File: src/rtl/conv_sequencer.sv
// conv_sequencer: address/strobe sequencer for one 2-D valid convolution.
// Walks every output window and issues one kernel tap per cycle.
// It then waits out the MAC latency and hands the result off with valid/ready.
// Optional performance counter: define CONV_SEQ_PERF_CNT_EN to enable cycle_count.
// All outputs are registered from next-state values, so they track the state
// of the same cycle without an extra cycle of lag.
module conv_sequencer #(
  parameter int IMG_DIM     = 4,
  parameter int KERNEL_SIZE = 3,
  parameter int ADDR_SIZE   = 4,
  parameter int KADDR_SIZE  = 4,
  parameter int OADDR_SIZE  = 2,
  parameter int MAC_LAT     = 2
) (
  input  logic                  clk,
  input  logic                  rst,
  input  logic                  start,
  input  logic                  abort,
  output logic [ADDR_SIZE-1:0]  img_addr,
  output logic [KADDR_SIZE-1:0] krn_addr,
  output logic                  mac_en,
  output logic                  acc_first,
  output logic                  acc_last,
  output logic                  out_valid,
  input  logic                  out_ready,
  output logic [OADDR_SIZE-1:0] out_addr,
  output logic                  busy,
  output logic                  done,
  output logic [15:0]           cycle_count
);

  localparam int OD = IMG_DIM - KERNEL_SIZE + 1;
  localparam int CW = 8;
  localparam logic [CW-1:0] K_LAST   = CW'(KERNEL_SIZE - 1);
  localparam logic [CW-1:0] OD_LAST  = CW'(OD - 1);
  localparam logic [CW-1:0] W_LAST   = CW'(OD * OD - 1);
  localparam logic [CW-1:0] LAT_LAST = CW'((MAC_LAT > 0) ? MAC_LAT - 1 : 0);

  localparam logic [2:0] S_IDLE = 3'd0;
  localparam logic [2:0] S_MAC  = 3'd1;
  localparam logic [2:0] S_WAIT = 3'd2;
  localparam logic [2:0] S_OUT  = 3'd3;
  localparam logic [2:0] S_DONE = 3'd4;

  logic [2:0]    state_q, state_d;
  logic [CW-1:0] orow_q, orow_d, ocol_q, ocol_d;
  logic [CW-1:0] kr_q, kr_d, kc_q, kc_d;
  logic [CW-1:0] w_q, w_d, wcnt_q, wcnt_d;

  logic [ADDR_SIZE-1:0]  img_addr_q, img_addr_d;
  logic [KADDR_SIZE-1:0] krn_addr_q, krn_addr_d;
  logic [OADDR_SIZE-1:0] out_addr_q, out_addr_d;
  logic mac_en_q, mac_en_d, acc_first_q, acc_first_d, acc_last_q, acc_last_d;
  logic out_valid_q, out_valid_d, busy_q, busy_d, done_q, done_d;

  // Next state and window/tap/latency counters; abort overrides everything.
  always_comb begin
    state_d = state_q;
    orow_d  = orow_q;
    ocol_d  = ocol_q;
    kr_d    = kr_q;
    kc_d    = kc_q;
    w_d     = w_q;
    wcnt_d  = wcnt_q;
    if (abort) begin
      state_d = S_IDLE;
      orow_d  = '0;
      ocol_d  = '0;
      kr_d    = '0;
      kc_d    = '0;
      w_d     = '0;
      wcnt_d  = '0;
    end else begin
      case (state_q)
        S_IDLE: begin
          if (start) begin
            state_d = S_MAC;
            orow_d  = '0;
            ocol_d  = '0;
            kr_d    = '0;
            kc_d    = '0;
            w_d     = '0;
            wcnt_d  = '0;
          end
        end
        S_MAC: begin
          if (kc_q == K_LAST) begin
            kc_d = '0;
            if (kr_q == K_LAST) begin
              kr_d    = '0;
              wcnt_d  = '0;
              state_d = (MAC_LAT == 0) ? S_OUT : S_WAIT;
            end else begin
              kr_d = kr_q + 1'b1;
            end
          end else begin
            kc_d = kc_q + 1'b1;
          end
        end
        S_WAIT: begin
          if (wcnt_q == LAT_LAST) begin
            wcnt_d  = '0;
            state_d = S_OUT;
          end else begin
            wcnt_d = wcnt_q + 1'b1;
          end
        end
        S_OUT: begin
          if (out_valid_q && out_ready) begin
            if (w_q == W_LAST) begin
              state_d = S_DONE;
              orow_d  = '0;
              ocol_d  = '0;
              w_d     = '0;
            end else begin
              state_d = S_MAC;
              w_d     = w_q + 1'b1;
              if (ocol_q == OD_LAST) begin
                ocol_d = '0;
                orow_d = orow_q + 1'b1;
              end else begin
                ocol_d = ocol_q + 1'b1;
              end
            end
          end
        end
        S_DONE:  state_d = S_IDLE;
        default: state_d = S_IDLE;
      endcase
    end
  end

  // Output values decoded from the next state so they register in step with it.
  always_comb begin
    mac_en_d    = (state_d == S_MAC);
    img_addr_d  = '0;
    krn_addr_d  = '0;
    acc_first_d = 1'b0;
    acc_last_d  = 1'b0;
    if (mac_en_d) begin
      img_addr_d  = ADDR_SIZE'((32'(orow_d) + 32'(kr_d)) * IMG_DIM + 32'(ocol_d) + 32'(kc_d));
      krn_addr_d  = KADDR_SIZE'(32'(kr_d) * KERNEL_SIZE + 32'(kc_d));
      acc_first_d = (kr_d == '0) && (kc_d == '0);
      acc_last_d  = (kr_d == K_LAST) && (kc_d == K_LAST);
    end
    out_valid_d = (state_d == S_OUT);
    out_addr_d  = out_valid_d ? OADDR_SIZE'(w_d) : '0;
    busy_d      = (state_d != S_IDLE);
    done_d      = (state_d == S_DONE);
  end

  // State, counters and registered outputs.
  always_ff @(posedge clk or posedge rst) begin
    if (rst) begin
      state_q     <= S_IDLE;
      orow_q      <= '0;
      ocol_q      <= '0;
      kr_q        <= '0;
      kc_q        <= '0;
      w_q         <= '0;
      wcnt_q      <= '0;
      img_addr_q  <= '0;
      krn_addr_q  <= '0;
      mac_en_q    <= 1'b0;
      acc_first_q <= 1'b0;
      acc_last_q  <= 1'b0;
      out_valid_q <= 1'b0;
      out_addr_q  <= '0;
      busy_q      <= 1'b0;
      done_q      <= 1'b0;
    end else begin
      state_q     <= state_d;
      orow_q      <= orow_d;
      ocol_q      <= ocol_d;
      kr_q        <= kr_d;
      kc_q        <= kc_d;
      w_q         <= w_d;
      wcnt_q      <= wcnt_d;
      img_addr_q  <= img_addr_d;
      krn_addr_q  <= krn_addr_d;
      mac_en_q    <= mac_en_d;
      acc_first_q <= acc_first_d;
      acc_last_q  <= acc_last_d;
      out_valid_q <= out_valid_d;
      out_addr_q  <= out_addr_d;
      busy_q      <= busy_d;
      done_q      <= done_d;
    end
  end

  assign img_addr  = img_addr_q;
  assign krn_addr  = krn_addr_q;
  assign mac_en    = mac_en_q;
  assign acc_first = acc_first_q;
  assign acc_last  = acc_last_q;
  assign out_valid = out_valid_q;
  assign out_addr  = out_addr_q;
  assign busy      = busy_q;
  assign done      = done_q;

`ifdef CONV_SEQ_PERF_CNT_EN
  logic [15:0] cycle_count_q, cycle_count_d;

  // Busy-cycle counter: clears on start acceptance, saturates, holds on abort.
  always_comb begin
    cycle_count_d = cycle_count_q;
    if (!abort) begin
      if (state_q == S_IDLE && start)
        cycle_count_d = '0;
      else if (busy_q && cycle_count_q != 16'hFFFF)
        cycle_count_d = cycle_count_q + 16'd1;
    end
  end

  // Counter register.
  always_ff @(posedge clk or posedge rst) begin
    if (rst) cycle_count_q <= '0;
    else     cycle_count_q <= cycle_count_d;
  end

  assign cycle_count = cycle_count_q;
`else
  assign cycle_count = '0;
`endif

endmodule

File: config.mk
export PLATFORM = sky130hd
export DESIGN_NAME = conv_sequencer
export DESIGN_NICKNAME = d
export VERILOG_FILES = /design/src/rtl/conv_sequencer.sv
export SDC_FILE = /design/constraint.sdc
export NUM_CORES = 1
export LEC_CHECK = 0
export CORE_UTILIZATION = 45
export DETAILED_ROUTE_END_ITERATION = 8
export PLACE_DENSITY = 0.65
export SLEW_MARGIN = 20
export SYNTH_ARGS = -nofsm -noshare
export SYNTH_HDL_FRONTEND = slang
export SYNTH_SLANG_ARGS = --single-unit
File: constraint.sdc
create_clock -name clk -period 4.44 [get_ports clk]
set_input_delay 0.888 -clock clk [delete_from_list [all_inputs] [get_ports clk]]
set_output_delay 0.888 -clock clk [all_outputs]
set_load 0.02 [all_outputs]
==> key figures, run 1 <==
Min path
  – Hold Crit Start: w_q[7]$_DFFE_PP0P_
  – Hold Path Sink: w_q[7]$_DFFE_PP0P_
  – Worst hold path class: flip-flop to flip-flop
  – Hold depth: 1

Synthesis
  – Synthesized area: 3760 µm²
  – Dominant cell type by area after synthesis: dfrtp_1
  – Top cell type's share of synthesized area: 40.6%
  – Asr flop ratio synth: 100%
  – Synth warn: 0
  – Yosys cell types: 63
  – Number of flops mapped to enable cells by yosys: 0
  – Sequential area share after synthesis: 40.6%
  – Synth Flop Type: dfrtp_1
  – Synth Register Bits: 61
  – Syn Inst Count: 413
  – Largest cells by area after synthesis: dfrtp_1 (41%), ha_1 (5.7%), o21ai_0 (4.4%)
  – Mean Syn Cell Area: 9.11 µm²

Clocking
  – Post-CTS Hold Buffers: 0
  – H-Tree Depth: 3
  – Post-cts repair resize count: 0
  – Root Driver: clkbuf_8
  – CTS max path bufs: 2
  – Clock latency on the worst-skew pair: 340 ps
  – CTS tree: done
  – Post-CTS setup buffer count: 0
  – Clock sink count: 61
  – Reg clk slew, reported paths: 60 ps
  – CTS Buf Count: 9

Layout
  – Finished Cell Area: 4240 µm²
  – FILL cells: 710
  – Synth-to-layout area growth: 12.8%
  – Layout cells sized above 1: 9.51%
  – Fin nets: 474
  – Antenna diodes: 0

Floorplanning
  – Row count: 32
  – Starting Density: 47.7%
  – # IOs: 37
  – Die Y: 93.4 µm
  – Die Wd: 93.4 µm
  – Die area: 8730 µm²
  – Core Area: 7890 µm²

Worst setup path
  – Buf/Inv on CP: 1
  – R2R setup slack: 500 ps
  – R2R Path Start: w_q[4]$_DFFE_PP0P_
  – Critical path fanouts, max: 4
  – RR Endpoint: img_addr[3]$_DFF_PP0_
  – Setup crit start kind: input pin
  – Cells along the critical path: clkdlybuf4s50_1 > or3b_2 > a21o_1 > or2_2 > nor2b_1 > nand2_1 > o21ai_0 > ha_1 > ha_1 > fa_1 > xor2_1 > xnor2_1 > xnor3_1 > nor2_1
  – CP Capture Type: flip-flop
  – CP top delay family: simple AND/OR/NAND/NOR gates
  – Cell mode on critical path: ha_1
  – Critical path origin: start
  – CP arrival: 4420 ps
  – Crit Path Class: input pin to flip-flop
  – Largest stage delay, worst path: 490 ps
  – WP data required: 4700 ps
  – Worst r2r path cells: 15
  – Slowest CP cell: clkdlybuf4s50_1

STA
  – RSZ-0062 raised after global routing: false
  – Worst-Margin Slew: 885 ps
  – Hold Fails Final Rpt: 0
  – Min Hold Slack: 488 ps
  – F_max: 240 MHz
  – Post-Route Skew: 11.8 ps
  – Slew HR: 40.9%
  – Count of pins over their slew limit: 0
  – Final period util: 93.7%
  – Minimum clock period: 4160 ps
  – Final setup fails: 0

Global route
  – First-pass GRT wire length: 14.5 mm
  – Total track usage: 21.9%
  – Vias in the first global route: 2938
  – Grt ovf: 0
  – Pin count of the biggest net entering global routing: 42
  – Initial antenna violation count: 0

Power and ir drop
  – Switching share of total power: 25.9%
  – Maximum vdd drop: 0.000141 V
  – Switching power: 0.000282 W
  – Leak: 1.95 nW
  – Gate power share: 9.8%
  – Internal: 0.000807 W
  – Pwr Density: 257 nW/µm²
  – Seq pwr share: 51.7%
  – Clk pwr share: 38.5%

Drt
  – Final WL: 8.63 mm
  – Vias: 3116
  – DR DRC count: 0
  – Post-DRT Antenna Nets: 0
  – Avg WL per Cell: 15.6 µm
  – TritonRoute pass-1 iters: 5
  – DRT iter0 DRCs: 211
  – Vias per inst: 5.62

Place
  – Area after DPL: 4090 µm²
  – DP HPWL: 6.25 mm
  – Port bufs: 20
  – RD Place Congestion: 0.855

Run status
  – Status: completed

Flow run
  – Max Cap Violations: 0
-- per-layer routing --
| layer | share of wire, % | GRT usage, % | vias to the layer above | routed length, µm |
|---|---|---|---|---|
| met5 | 0 | 0 | - | 0 |
| met4 | 1.6 | 8.08 | 0 | 142 |
| met3 | 4.6 | 3.50 | 11 | 397 |
| met2 | 45 | 33.7 | 88 | 3870 |
| met1 | 49 | 31.1 | 1497 | 4220 |
| li1 | - | - | 1520 | - |
-- sequential cells by signal, summed over array words and instances (netlist names) --
| name | count |
|---|---|
| wcnt_q | 8 |
| krn_addr | 4 |
| mac_en | 1 |
| state_q | 3 |
| acc_first | 1 |
| kr_q | 8 |
| kc_q | 8 |
| acc_last | 1 |
| out_valid | 1 |
| orow_q | 2 |
| w_q | 8 |
| ocol_q | 8 |
| img_addr | 4 |
| done | 1 |
| out_addr | 2 |
| busy | 1 |
-- per-stage QoR --
stage                     setup slack [ps]  power (W)  utilization, %  setup TNS, ps  std cells
after floorplan                        438   0.000656               -              0        428
after global placement                54.3   0.000679            51.8              0        539
after detailed placement             -49.0   0.000680            51.8          -49.0        539
after CTS                              298    0.00110            53.8              0        554
after global routing                   126    0.00114            53.8              0        554
final                                  279    0.00109            53.8              0        554
-- cell families after synthesis --
logic type | count (synthesis) | synth area share, %
fa+ha+maj | 21 | 7.78
mux | 5 | 1.66
flops | 61 | 40.6
other cells | 1 | 0.0997
buf+inv | 47 | 6.82
compound gates | 88 | 14.2
simple gates | 179 | 26.0
xor+xnor | 11 | 2.93
-- power by group through the flow --
stage / Sequential [W] / Clock, W / Combinational [W]
floorplan: 0.000578 / 0 / 0.0000779
global placement: 0.000573 / 0 / 0.000106
detailed placement: 0.000573 / 0 / 0.000107
CTS: 0.000563 / 0.000433 / 0.000108
global route: 0.000563 / 0.000462 / 0.000118
finish: 0.000563 / 0.000419 / 0.000107
-- synth_stat cells, types with 4 or more instances --
| master | count |
|---|---|
| a21oi_1 | 20 |
| a31oi_1 | 8 |
| and2_1 | 12 |
| and3_1 | 16 |
| buf_4 | 16 |
| clkbuf_1 | 7 |
| dfrtp_1 | 61 |
| fa_1 | 4 |
| ha_1 | 17 |
| inv_1 | 20 |
| mux2i_1 | 4 |
| nand2_1 | 34 |
| nand2b_1 | 4 |
| nand3_1 | 17 |
| nand4_1 | 8 |
| nor2_1 | 34 |
| nor2b_1 | 5 |
| nor3_1 | 13 |
| nor4_1 | 6 |
| o21ai_0 | 33 |
| o31ai_1 | 7 |
| or3_1 | 4 |
| or4_1 | 4 |
| xnor2_1 | 6 |
| xor2_1 | 4 |
-- worst register-to-register path: stages, from the launching register on --
cell      delay, ps
dfrtp_1         420
nor4_1          480
nand3_1         370
nand2_1         220
a21oi_1          80
nor2_1          100
a211oi_1        100
ha_1            300
inv_1            50
fa_1            470
inv_1            50
fa_1            430
xor2_1          180
xnor2_1         180
xnor3_1         340
nor2_1          100
-- final cells by class --
type | count | area, µm² | area share, %
Sequential cell | 61 | 1530 | 36.0
Clock inverter | 2 | 10.0 | 0.236
Multi-Input combinational cell | 320 | 2040 | 48.0
Clock buffer | 13 | 149 | 3.51
Timing Repair Buffer | 36 | 320 | 7.55
Inverter | 20 | 75.1 | 1.77
Tap cell | 102 | 128 | 3.01
-- how the worst max path moves through the flow --
stage          cells after the start                     to  slack [ps]
2_1_floorplan                     14  img_addr[3]$_DFF_PP0_         440
3_3_place_gp                      14  img_addr[3]$_DFF_PP0_          50
3_5_place_dp                      14  img_addr[3]$_DFF_PP0_         -50
4_1_cts                           14  img_addr[3]$_DFF_PP0_         300
5_1_grt                           14  img_addr[3]$_DFF_PP0_         130
6_report                          14  img_addr[3]$_DFF_PP0_         280
-- cell usage in the layout, fill, tap and decap left out, types with 2 or more instances in the layout --
master,instances
inv_1,19
a21o_2,2
a211oi_1,2
clkbuf_1,3
xnor2_1,6
nor3_1,13
or3b_2,2
or2_2,2
clkinv_2,2
nor3b_1,3
nand2b_1,4
and2_1,12
a41oi_1,2
conb_1,16
nand3_1,17
a31oi_1,8
o31ai_1,7
xor2_1,4
and3b_1,2
nand2_1,34
nor4_1,6
dfrtp_1,61
and3_1,16
buf_4,16
nand4_1,8
fa_1,4
o21ai_0,33
ha_1,17
nor2_1,34
mux2i_1,4
nor4b_1,2
a21o_1,2
a21oi_1,20
nor2b_1,5
clkbuf_8,10
and4_1,2
or4_1,4
or3_1,4
clkdlybuf4s50_1,20
Power figures use the tool's default switching activity.
==> run 2: changes to the inputs <==
Settings changed: CTS_BUF_LIST set to sky130_fd_sc_hd__clkbuf_4 sky130_fd_sc_hd__clkbuf_8.
==> run 2 against run 1 <==
Setup slack better by 2.0 ps; first-iteration DRC count is 16% higher; clock power is 4.8% higher; maximum frequency hardly changed; sequential share of layout area is 0.095 points lower; routed wire length is 0.51% higher; core utilization is 0.14 points higher; largest power group unchanged; global-route usage hardly changed; via count is 0.55% higher.
==> key figures, run 2 (synthesis gave the netlist of run 1 again) <==
Drt
  – Final WL: 8.68 mm
  – Vias per inst: 5.66
  – Routed length on met3: 400 µm
  – Met1 Wirelength: 4.25 mm
  – DRT iter0 DRCs: 245
  – Avg WL per Cell: 15.7 µm
  – Post-DRT Antenna Nets: 0
  – DR top layer: met4
  – Vias: 3133
  – Metal2 WL: 3.85 mm
  – DR DRC count: 0
  – TritonRoute pass-1 iters: 5

Worst setup path
  – R2R setup slack: 500 ps
  – CP Capture Type: flip-flop
  – Slowest CP cell: clkdlybuf4s50_1
  – CP top delay family: simple AND/OR/NAND/NOR gates
  – Cells along the critical path: clkdlybuf4s50_1 > or3b_2 > a21o_1 > or2_2 > nor2b_1 > nand2_1 > o21ai_0 > ha_1 > ha_1 > fa_1 > xor2_1 > xnor2_1 > xnor3_1 > nor2_1
  – Worst r2r path cells: 15
  – WP data required: 4700 ps
  – Critical path origin: start
  – RR Endpoint: img_addr[3]$_DFF_PP0_
  – Cell mode on critical path: ha_1
  – Setup crit start kind: input pin
  – Buf/Inv on CP: 1
  – CP arrival: 4420 ps
  – Largest stage delay, worst path: 480 ps
  – Crit Path Class: input pin to flip-flop
  – Critical path fanouts, max: 4
  – R2R Path Start: w_q[4]$_DFFE_PP0P_

Layout
  – Most frequent cells in the layout: dfrtp_1 (61), nor2_1 (34), nand2_1 (34)
  – FILL cells: 707
  – Synth-to-layout area growth: 13.1%
  – Most common cell after layout, fill and taps aside: dfrtp_1
  – Antenna diodes: 0
  – Fin nets: 474
  – Layout cells sized above 1: 10.2%
  – Fin cells: 554
  – Finished Cell Area: 4260 µm²

STA
  – RSZ-0062 raised after global routing: false
  – Slew HR: 40.8%
  – F_max: 240 MHz
  – Hold Fails Final Rpt: 0
  – Setup TNS Final: 0 ps
  – Minimum clock period: 4160 ps
  – Final period util: 93.7%
  – Post-Route Skew: 12.0 ps
  – Worst-Margin Slew: 887 ps
  – Count of pins over their slew limit: 0
  – Final setup fails: 0
  – Min Hold Slack: 488 ps

Min path
  – Hold depth: 1
  – Worst hold path class: flip-flop to flip-flop
  – Hold Path Sink: w_q[7]$_DFFE_PP0P_
  – Hold Crit Start: w_q[7]$_DFFE_PP0P_

Power and ir drop
  – Pwr Density: 261 nW/µm²
  – Leak: 1.96 nW
  – Maximum vdd drop: 0.000145 V
  – Pwr Total: 0.00111 W

Clocking
  – CTS Buf Count: 9
  – H-Tree Depth: 3
  – Root Driver: clkbuf_8
  – Reg clk slew, reported paths: 70 ps
  – CTS tree: done
  – Clock latency on the worst-skew pair: 340 ps
  – Clock sink count: 61
  – CTS max path bufs: 2
  – Post-cts repair resize count: 0
  – Post-CTS setup buffer count: 0
  – Post-CTS Hold Buffers: 0

Global route
  – Grt ovf: 0
  – First-pass GRT wire length: 14.5 mm
  – Vias in the first global route: 2936
  – Pin count of the biggest net entering global routing: 42
  – Total track usage: 21.9%
  – Initial antenna violation count: 0

Floorplanning
  – Starting Density: 47.7%
  – Die Y: 93.4 µm
  – # IOs: 37
  – Core Area: 7890 µm²
  – Die area: 8730 µm²
  – Row count: 32
  – Die Wd: 93.4 µm

Run status
  – Status: completed

Flow run
  – Max Cap Violations: 0

Place
  – RD Place Congestion: 0.855
  – DP HPWL: 6.25 mm
  – Area after DPL: 4090 µm²
  – Placed cells: 539
  – Port bufs: 20
==> run 2: changes by cell type in the layout (fill, tap and decap cells not counted) <==
cell	change
clkbuf_1	-3
clkbuf_4	+3
==> run 2: how the worst max path moves through the flow <==
stage	to	slack (ps)	depth (start not counted)
floorplan	img_addr[3]$_DFF_PP0_	440	14
global placement	img_addr[3]$_DFF_PP0_	50	14
detailed placement	img_addr[3]$_DFF_PP0_	-50	14
CTS	img_addr[3]$_DFF_PP0_	300	14
global route	img_addr[3]$_DFF_PP0_	120	14
finish	img_addr[3]$_DFF_PP0_	280	14
==> run 2: area by class of cell <==
cell class	instances	area [µm²]	area share, %
clock buffers	13	160	3.76
clock inverters	2	10.0	0.235
inverters	20	75.1	1.76
multi-input cells	320	2040	47.8
flip-flops and latches	61	1530	35.9
well taps	102	128	3.00
repair buffers	36	320	7.53
==> run 2: through the flow <==
step / utilization (%) / setup slack (ps)
6_report: 53.9 / 281
5_1_grt: 53.9 / 125
4_1_cts: 53.9 / 303
3_5_place_dp: 51.8 / -49.0
3_3_place_gp: 51.8 / 54.3
2_1_floorplan: - / 438
==> run 2: power breakdown <==
| part | switching (W) | total [W] | internal, W |
|---|---|---|---|
| sequential | 0.00000230 | 0.000563 | 0.000561 |
| combinational | 0.0000744 | 0.000108 | 0.0000333 |
| clock | 0.000207 | 0.000439 | 0.000232 |
| total | 0.000284 | 0.00111 | 0.000826 |
==> run 2: worst register-to-register path: stages (launching register included) <==
cell      delay (ps)
dfrtp_1          420
nor4_1           480
nand3_1          360
nand2_1          220
a21oi_1           80
nor2_1           100
a211oi_1         100
ha_1             300
inv_1             50
fa_1             470
inv_1             50
fa_1             430
xor2_1           180
xnor2_1          180
xnor3_1          340
nor2_1           100
==> run 2: routing by layer <==
metal	vias up	GRT usage [%]
met5	-	0
li1	1522	-
met4	0	8.08
met2	102	33.6
met1	1496	31.1
met3	13	3.50
==> run 3: changes to the inputs <==
Settings changed: CORE_UTILIZATION 45 to 55, GPL_ROUTABILITY_DRIVEN set to 0, PLACE_DENSITY 0.65 to 0.77, SETUP_SLACK_MARGIN set to 0.2.
==> run 3 against run 2 <==
The flow now finishes with violations (DRC); critical path type unchanged; register-to-register slack worse by 40 ps; largest power group unchanged; clock power increased by 19%; core utilization is 12 points higher; combinational power about the same; flip-flop and latch count stayed put; critical path depth stayed put.
==> key figures, run 3 (synthesis gave the netlist of run 1 again) <==
Layout
  – Fin nets: 472
  – Fin cells: 528
  – Layout Utilization: 66.0%
  – Synth-to-layout area growth: 13.3%
  – Most common cell after layout, fill and taps aside: dfrtp_1
  – FF/Latch Area: 1530 µm²
  – Layout cells sized above 1: 10.2%
  – Area of the multi-input gates: 2050 µm²
  – Antenna diodes: 0
  – FILL cells: 509
  – Most frequent cells in the layout: dfrtp_1 (61), nor2_1 (34), nand2_1 (34)

STA
  – Post-Route Skew: 6.96 ps
  – Final period util: 93.6%
  – Slew HR: 44.4%
  – Hold Fails Final Rpt: 0
  – Minimum clock period: 4150 ps
  – Count of pins over their slew limit: 0
  – RSZ-0062 raised after global routing: true
  – Worst-Margin Slew: 833 ps
  – F_max: 241 MHz
  – Min Hold Slack: 503 ps
  – Final setup fails: 0

Worst setup path
  – CP Capture Type: flip-flop
  – Cell mode on critical path: ha_1
  – Setup crit start kind: input pin
  – CP arrival: 4420 ps
  – Slowest CP cell: clkdlybuf4s50_1
  – Cells along the critical path: clkdlybuf4s50_1 > or3b_2 > a21o_1 > or2_2 > nor2b_1 > nand2_1 > o21ai_0 > ha_1 > ha_1 > fa_1 > xor2_1 > xnor2_1 > xnor3_1 > nor2_1
  – Crit Path Class: input pin to flip-flop
  – WP data required: 4700 ps
  – Critical path fanouts, max: 3
  – Largest stage delay, worst path: 490 ps

Global route
  – Pin count of the biggest net entering global routing: 40
  – Grt ovf: 0
  – Total track usage: 25.6%
  – Vias in the first global route: 3102
  – First-pass GRT wire length: 14.3 mm
  – Initial antenna violation count: 0

Clocking
  – CTS max path bufs: 2
  – Post-CTS Hold Buffers: 0
  – CTS tree: done
  – Clock sink count: 61
  – Root Driver: clkbuf_8
  – Clock latency on the worst-skew pair: 340 ps
  – Reg clk slew, reported paths: 70 ps
  – CTS Buf Count: 9
  – Post-CTS setup buffer count: 0
  – H-Tree Depth: 3
  – Post-cts repair resize count: 0

Run status
  – Status: finished, violations left
  – Failing checks: DRC

Floorplanning
  – Starting Density: 58.3%
  – Die Wd: 84.7 µm
  – Row count: 29
  – Core Area: 6460 µm²
  – Die Y: 84.7 µm
  – # IOs: 37
  – Die area: 7180 µm²

Drt
  – DRT iter0 DRCs: 246
  – Post-DRT Antenna Nets: 0
  – Routed length on met3: 552 µm
  – DR DRC count: 1
  – Avg WL per Cell: 15.9 µm
  – Final WL: 8.38 mm
  – Vias: 3152
  – DR top layer: met4
  – Vias per inst: 5.97
  – Metal2 WL: 3.90 mm
  – Met1 Wirelength: 3.77 mm
  – TritonRoute pass-1 iters: 9

Place
  – Placed cells: 512
  – Port bufs: 20
  – DP HPWL: 5.94 mm

Power and ir drop
  – Maximum vdd drop: 0.000226 V
  – Pwr Density: 280 nW/µm²
  – Leak: 1.97 nW

Flow run
  – Max Cap Violations: 0

Min path
  – Worst hold path class: flip-flop to flip-flop
run 3: layer usage:
metal | up-vias | GRT usage (%)
met5 | - | 0
met1 | 1506 | 34.9
met2 | 129 | 39.6
met3 | 11 | 5.01
met4 | 0 | 11.7
li1 | 1506 | -
run 3: area by class of cell:
cell class	instances	area share (%)
flip-flops and latches	61	35.8
well taps	77	2.26
multi-input cells	320	48.1
clock buffers	12	3.88
inverters	20	1.76
clock inverters	4	1.06
repair buffers	34	7.16
run 3: final timing paths:
check | end | slack (ps) | cells after the start | startpoint
max | img_addr[3]$_DFF_PP0_ | 290 | 14 | start
min reg2reg | w_q[7]$_DFFE_PP0P_ | 500 | 1 | w_q[7]$_DFFE_PP0P_
max reg2reg | img_addr[3]$_DFF_PP0_ | 460 | 16 | kr_q[0]$_DFF_PP0_
max in group asynchronous | img_addr[0]$_DFF_PP0_ | 2580 | 3 | rst
min | w_q[7]$_DFFE_PP0P_ | 500 | 1 | w_q[7]$_DFFE_PP0P_
min in group asynchronous | wcnt_q[2]$_DFFE_PP0P_ | 1030 | 2 | rst
run 3: through the flow:
step | TNS, ps | total power [W] | worst slack, ps | area (µm²)
global placement | 0 | 0.000677 | 88.3 | 4040
floorplan | 0 | 0.000656 | 438 | 3820
detailed placement | -57.5 | 0.000678 | -57.5 | 4040
finish | 0 | 0.00119 | 285 | 4260
CTS | 0 | 0.00120 | 273 | 4250
global route | 0 | 0.00123 | 146 | 4260
run 3: worst max-delay path, delay by kind of cell:
family	cells	cell delay [ps]
simple gates	5	1090
fa+ha+maj	3	910
xor+xnor	3	750
buf+inv	1	490
compound gates	2	310
run 3: power breakdown:
part	internal, W	switching [W]
sequential	0.000560	0.00000219
combinational	0.0000333	0.0000725
clock	0.000302	0.000222
total	0.000896	0.000296
